## config.mk

```make
export PLATFORM = sky130hd
export DESIGN_NAME = uart_tx_buf
export DESIGN_NICKNAME = d
export VERILOG_FILES = /design/src/rtl/uart_tx_buf.sv
export SDC_FILE = /design/constraint.sdc
export NUM_CORES = 1
export LEC_CHECK = 0
export ABC_AREA = 1
export ABC_CLOCK_PERIOD_IN_PS = 2290
export CAP_MARGIN = 25
export CELL_PAD_IN_SITES_DETAIL_PLACEMENT = 1
export CELL_PAD_IN_SITES_GLOBAL_PLACEMENT = 1
export CORE_MARGIN = 2
export CORE_UTILIZATION = 25
export DETAILED_ROUTE_END_ITERATION = 10
export GPL_TIMING_DRIVEN = 0
export PLACE_DENSITY_LB_ADDON = 0.15
export SYNTH_ARGS = -nofsm -noshare
export SYNTH_HDL_FRONTEND = slang
export SYNTH_SLANG_ARGS = --single-unit
```

## constraint.sdc

```tcl
create_clock -name clk -period 2.29 [get_ports clk]
set_input_delay 0.687 -clock clk [delete_from_list [all_inputs] [get_ports clk]]
set_output_delay 0.687 -clock clk [all_outputs]
set_load 0.01 [all_outputs]
```

## src/rtl/uart_tx_buf.sv

```systemverilog
// Buffered 8N1 UART transmitter.
// A 16-entry FIFO absorbs bursts of up to one byte per clock.
// A four-state serializer drains the FIFO; when more data is waiting at the end
// of a stop bit, the next frame follows with no idle gap.
module uart_tx_buf #(
    parameter int CLK_DIV = 434,
    parameter int ADDR_W  = 4
) (
    input  logic              clk,
    input  logic              rst,
    input  logic              i_en,
    input  logic [7:0]        i_data,
    output logic              o_tx,
    output logic              o_busy,
    output logic              o_full,
    output logic [ADDR_W:0]   o_level,
    output logic              o_drop
);

    localparam int DEPTH  = 1 << ADDR_W;
    localparam int BAUD_W = $clog2(CLK_DIV);
    localparam logic [BAUD_W-1:0] BAUD_LAST = BAUD_W'(CLK_DIV - 1);
    localparam logic [ADDR_W:0]   LVL_FULL  = (ADDR_W + 1)'(DEPTH);

    typedef enum logic [1:0] {S_IDLE, S_START, S_DATA, S_STOP} state_t;

    state_t              state_q, state_d;
    logic [BAUD_W-1:0]   baud_q, baud_d;
    logic [2:0]          bit_q, bit_d;
    logic [7:0]          shift_q, shift_d;
    logic                tx_q, tx_d;
    logic [ADDR_W-1:0]   wptr_q, wptr_d;
    logic [ADDR_W-1:0]   rptr_q, rptr_d;
    logic [ADDR_W:0]     level_q, level_d;
    logic                full_q, full_d;
    logic                drop_q, drop_d;
    logic [7:0]          mem [DEPTH];

    logic push, pop, baud_end, have_data;

    assign baud_end  = (baud_q == BAUD_LAST);
    assign have_data = (level_q != '0);

    // Serializer next state: o_tx is precomputed for the state being entered so
    // the line comes straight from a flop.
    always_comb begin
        state_d = state_q;
        baud_d  = baud_q;
        bit_d   = bit_q;
        shift_d = shift_q;
        tx_d    = tx_q;
        pop     = 1'b0;
        case (state_q)
            S_IDLE: begin
                tx_d   = 1'b1;
                baud_d = '0;
                if (have_data) begin
                    pop     = 1'b1;
                    shift_d = mem[rptr_q];
                    state_d = S_START;
                    tx_d    = 1'b0;
                end
            end
            S_START: begin
                if (baud_end) begin
                    baud_d  = '0;
                    bit_d   = 3'd0;
                    state_d = S_DATA;
                    tx_d    = shift_q[0];
                end else begin
                    baud_d = baud_q + 1'b1;
                end
            end
            S_DATA: begin
                if (baud_end) begin
                    baud_d = '0;
                    if (bit_q == 3'd7) begin
                        state_d = S_STOP;
                        tx_d    = 1'b1;
                    end else begin
                        bit_d   = bit_q + 3'd1;
                        shift_d = shift_q >> 1;
                        tx_d    = shift_q[1];
                    end
                end else begin
                    baud_d = baud_q + 1'b1;
                end
            end
            S_STOP: begin
                if (baud_end) begin
                    baud_d = '0;
                    if (have_data) begin
                        pop     = 1'b1;
                        shift_d = mem[rptr_q];
                        state_d = S_START;
                        tx_d    = 1'b0;
                    end else begin
                        state_d = S_IDLE;
                        tx_d    = 1'b1;
                    end
                end else begin
                    baud_d = baud_q + 1'b1;
                end
            end
            default: begin
                state_d = S_IDLE;
                tx_d    = 1'b1;
            end
        endcase
    end

    // FIFO bookkeeping: acceptance uses the registered full flag, so a pop on
    // the same edge does not rescue a write that arrives while full.
    always_comb begin
        push   = i_en & ~full_q;
        drop_d = i_en & full_q;
        wptr_d = push ? wptr_q + 1'b1 : wptr_q;
        rptr_d = pop  ? rptr_q + 1'b1 : rptr_q;
        case ({push, pop})
            2'b10:   level_d = level_q + 1'b1;
            2'b01:   level_d = level_q - 1'b1;
            default: level_d = level_q;
        endcase
        full_d = (level_d == LVL_FULL);
    end

    // Control and datapath registers; reset aborts any frame and empties the FIFO.
    always_ff @(posedge clk) begin
        if (rst) begin
            state_q <= S_IDLE;
            baud_q  <= '0;
            bit_q   <= 3'd0;
            shift_q <= 8'h00;
            tx_q    <= 1'b1;
            wptr_q  <= '0;
            rptr_q  <= '0;
            level_q <= '0;
            full_q  <= 1'b0;
            drop_q  <= 1'b0;
        end else begin
            state_q <= state_d;
            baud_q  <= baud_d;
            bit_q   <= bit_d;
            shift_q <= shift_d;
            tx_q    <= tx_d;
            wptr_q  <= wptr_d;
            rptr_q  <= rptr_d;
            level_q <= level_d;
            full_q  <= full_d;
            drop_q  <= drop_d;
        end
    end

    // Storage array; contents need no reset because the level gates every read.
    always_ff @(posedge clk) begin
        if (!rst && push) begin
            mem[wptr_q] <= i_data;
        end
    end

    assign o_tx    = tx_q;
    assign o_busy  = (state_q != S_IDLE);
    assign o_full  = full_q;
    assign o_level = level_q;
    assign o_drop  = drop_q;

endmodule

```

==> results.md <==
| Result | This run |
| --- | --- |
| Result of the run | completed |
| Total power | 0.009210 W |
| Setup skew after layout | 0.01460 ns |
| Cell-internal power | 0.005945 W |
| Max Cap Violations | 0 |
| Static Leak | 3.029 nW |
| Final Max Slew Viols | 0 |
| CTS buffer count | 17 |
| Clk_lat worst skew | 0.44 ns |
| Design Area, Final | 8782 um2 |
| End of the worst register-to-register path | o_full |
| Slack of the worst reg-to-reg path | 0.09 ns |
| Logic depth of the worst register-to-register path | 17 |
| Starting utilization of the core area | 25.42% |
| Final worst hold slack | 0.4469 ns |
| WL final | 22830 um |
| Largest net degree at the start of global routing | 18 |
| Via count of the first global-routing pass | 5650 |
| DR pass1 iterations | 5 |
| End point of the critical path | mem[4][0] |
| Maximum buffer depth of the clock tree | 2 |
| Startpoint kind of the worst setup timing path | input pin |
| Setup slack after layout | 0.02542 ns |
| Number of I/O port buffers | 19 |
| Total track usage | 16.31% |
| Basic-gate share of the synthesized area counting and, or, nand and nor cells | 14.35% |
| Cells after Synth | 644 |
| Vertical die dimension | 172.3 um |
| DIE AREA | 29680 um2 |
| Number of antenna diodes | 0 |
| Number of DRC violations after detailed routing | 0 |
| CTS Root Cell | sky130_fd_sc_hd__clkbuf_16 |
| Slowest cell on the critical path | sky130_fd_sc_hd__nor2_1 |
| Startpoint of the worst setup timing path | rst |
| Delay of the slowest critical-path stage | 0.63 ns |
| Combinational family with the most area after synthesis | simple AND/OR/NAND/NOR gates |
| Final ANT Viol Nets | 0 |
| Detailed-route via count | 5203 |
| Psw | 0.003264 W |
| Filler instances | 3105 |
| Worst hold-check path type | flip-flop to flip-flop |
| Critical Path AT | 2.41 ns |
| Hold Violations, Final | 0 |
| Adder and majority cell fraction of the synthesized area | 2.651% |
| Post-detailed-placement cell area | 7868 um2 |
| Mapped cell area | 7081 um2 |
| IO Count | 20 |
| Fraction of the mapped netlist area in compound gates | 12.49% |
| YS warnings | 0 |
| Sort of element at the end of the critical path | flip-flop |
| Comb power frac | 30.4% |
| Placeable Area | 27860 um2 |
| Clock power share | 30.4% |
| Worst setup path class | input pin to flip-flop |
| Worst vdd rail ir drop | 0.0004521 V |
| Register area | 4698 um2 |
| Sequential share of the synthesized area | 66.16% |
| Number of clock sinks | 170 |
| First-pass GRT wire length | 34900 um |
| Area added between synthesis and finish | 24.03% |
| Core Rows | 61 |
| Library cells used by synthesis | 33 |
| Power per cell area | 1049 nW/um2 |
| Switching Share | 35.44% |
| Final worst-path cycle share | 98.89% |
| Post-Syn Area per Cell | 10.99 um2 |
| Initial antenna violation count | 0 |
| Syn_nets | 670 |
| Slew margin rel. | 36.52% |
| Actual transition at the worst max-transition pin | 0.9487 ns |
| Number of synthesized register bits | 170 |
| H-tree level count | 4 |
| Period minus WS final | 2.265 ns |
| Number of vias per cell | 4.717 |
| Seq pwr share | 39.2% |
| Maximum achievable frequency | 441.6 MHz |
| Highest net fanout along the worst path | 5 |
| Reg clk slew, reported paths | 0.07 ns |
| Detailed placement HPWL | 15850 um |
| Final cell count without fillers | 1103 |
| Width of the die | 172.3 um |
| Xor and xnor area share after synthesis | 0.6185% |
| Worst setup slack after placement | -0.9099 ns |
| TritonCTS clock tree | built |
| Unrepaired setup endpoints after global routing | yes |
| # setup viols final | 0 |
| Total gr overflow | 0 |
| Cell Count Post-Placement | 1052 |
| Cells traversed along the worst timing path | clkdlybuf4s50_1 > inv_1 > nand3_1 > nor2_1 > buf_6 |
| Multi-input combinational cell area | 2296 um2 |
| R2r startpoint | state_q[0] |
| Layout cells sized above 1 | 19.45% |
| Required @ worst endpoint | 2.43 ns |
| Proportion of synthesized area in mux cells | 0% |
| NumNets Final | 738 |
| 1st-iter DRT viols | 359 |
| Placer's final routability congestion estimate | 0.7778 |
| Average wire per cell in the routed design | 20.70 um |
flip-flops by register name, summed over array words and instances (netlist names), named ones only:
register and count:
mem 128, baud_q 9, shift_q 8, o_level 5
rptr_q 4, wptr_q 4, bit_q 3, state_q 2
o_drop 1, o_full 1, o_tx 1
cells in the mapped netlist:
cell,instances,area (um2)
sky130_fd_sc_hd__buf_2,1,5.000
sky130_fd_sc_hd__edfxtp_1,128,3844
sky130_fd_sc_hd__a21oi_1,22,110.1
sky130_fd_sc_hd__o21ai_1,8,40.04
sky130_fd_sc_hd__nor2_2,3,18.77
sky130_fd_sc_hd__ha_1,15,187.7
sky130_fd_sc_hd__buf_1,1,3.750
sky130_fd_sc_hd__dfxtp_1,42,840.8
sky130_fd_sc_hd__nor4_4,1,21.27
sky130_fd_sc_hd__and3_1,2,12.51
sky130_fd_sc_hd__nand2_2,4,25.02
sky130_fd_sc_hd__clkinv_1,1,3.750
sky130_fd_sc_hd__xnor2_1,2,17.52
sky130_fd_sc_hd__inv_2,10,37.54
sky130_fd_sc_hd__nor2_1,113,424.2
sky130_fd_sc_hd__nor3_1,3,15.01
sky130_fd_sc_hd__nand3_2,2,20.02
sky130_fd_sc_hd__nand2_1,65,244.0
sky130_fd_sc_hd__nand3_1,34,170.2
sky130_fd_sc_hd__o221ai_1,22,192.7
sky130_fd_sc_hd__inv_1,32,120.1
sky130_fd_sc_hd__o21ai_0,68,340.3
sky130_fd_sc_hd__xor2_1,3,26.28
sky130_fd_sc_hd__o211ai_1,15,112.6
sky130_fd_sc_hd__a21oi_2,1,8.760
sky130_fd_sc_hd__nor3b_1,2,15.01
sky130_fd_sc_hd__o22ai_1,10,62.56
sky130_fd_sc_hd__a31o_1,1,8.760
sky130_fd_sc_hd__nand3b_1,1,7.510
sky130_fd_sc_hd__clkbuf_1,25,93.84
sky130_fd_sc_hd__nand4_1,5,31.28
sky130_fd_sc_hd__o21ai_2,1,8.760
sky130_fd_sc_hd__nor2_4,1,11.26
kinds of logic after synthesis:
| family | count (synthesis) |
|---|---|
| flip-flops | 170 |
| buffers and inverters | 70 |
| AO/OA/AOI/OAI | 148 |
| XOR/XNOR | 5 |
| adder cells (fa/ha/maj) | 15 |
| AND/OR/NAND/NOR | 236 |
power groups by stage:
stage | Sequential (W) | Clock (W) | Combinational, W
after floorplan | 0.00364 | 0 | 0.00148
after global routing | 0.00363 | 0.00301 | 0.00311
after global placement | 0.00365 | 0 | 0.00226
after CTS | 0.00360 | 0.00287 | 0.00253
after detailed placement | 0.00366 | 0 | 0.00233
final | 0.00361 | 0.00280 | 0.00280
per-stage QoR:
stage,TNS (ns),utilization [%]
6_report,0,31.52
5_1_grt,-1.379,31.52
4_1_cts,0,30.84
3_5_place_dp,-74.87,28.24
3_3_place_gp,-106.53,27.80
2_1_floorplan,0,-
metal layers:
metal	part of all wire [%]	vias to the layer above	wire [um]	GRT usage, %
met5	0	-	0	0
met4	1.0	0	237	4.202
met3	3.1	11	701	2.724
met2	49	80	11100	27.62
met1	47	2671	10790	21.67
li1	-	2441	-	-
critical path: cells and delay by family:
| family | cells | cell delay [ns] |
|---|---|---|
| buffers and inverters | 3 | 0.86 |
| AND/OR/NAND/NOR | 2 | 0.85 |
layout make-up:
class | count | area share, %
Clock buffer | 18 | 4.887
Clock inverter | 14 | 1.496
Multi-Input combinational cell | 404 | 26.14
Buffer | 27 | 1.425
Timing Repair Buffer | 49 | 5.214
Sequential cell | 170 | 53.50
Inverter | 43 | 1.952
Tap cell | 378 | 5.385
layout by cell type (no fill, tap or decap), types with 12 or more instances in the layout:
cell                              instances
sky130_fd_sc_hd__o21ai_0                 66
sky130_fd_sc_hd__clkbuf_2                15
sky130_fd_sc_hd__clkdlybuf4s50_1         17
sky130_fd_sc_hd__nand2_1                 62
sky130_fd_sc_hd__o211ai_1                15
sky130_fd_sc_hd__a21oi_1                 21
sky130_fd_sc_hd__inv_2                   12
sky130_fd_sc_hd__nand3_1                 32
sky130_fd_sc_hd__edfxtp_1               128
sky130_fd_sc_hd__o221ai_1                22
sky130_fd_sc_hd__buf_6                   12
sky130_fd_sc_hd__clkbuf_16               17
sky130_fd_sc_hd__buf_4                   18
sky130_fd_sc_hd__nor2_1                 103
sky130_fd_sc_hd__inv_1                   27
sky130_fd_sc_hd__dfxtp_1                 35
what timing repair did:
| item | 4_1_cts | 5_1_grt |
|---|---|---|
| pin swaps | 6 | 10 |
| resized for setup | 46 | 41 |
| hold buffers | 0 | 0 |
| buffers inserted | 6 | 13 |
| setup endpoints to repair | 105 | 60 |
worst min-delay path by stage:
stage,from,end,depth (start not counted)
after floorplan,baud_q[0],baud_q[0],1
after global routing,baud_q[0],baud_q[0],1
final,baud_q[0],baud_q[0],1
after detailed placement,shift_q[1],shift_q[1],2
after CTS,baud_q[0],baud_q[0],1
after global placement,baud_q[0],baud_q[0],1
(Power assumes the default switching activity.)
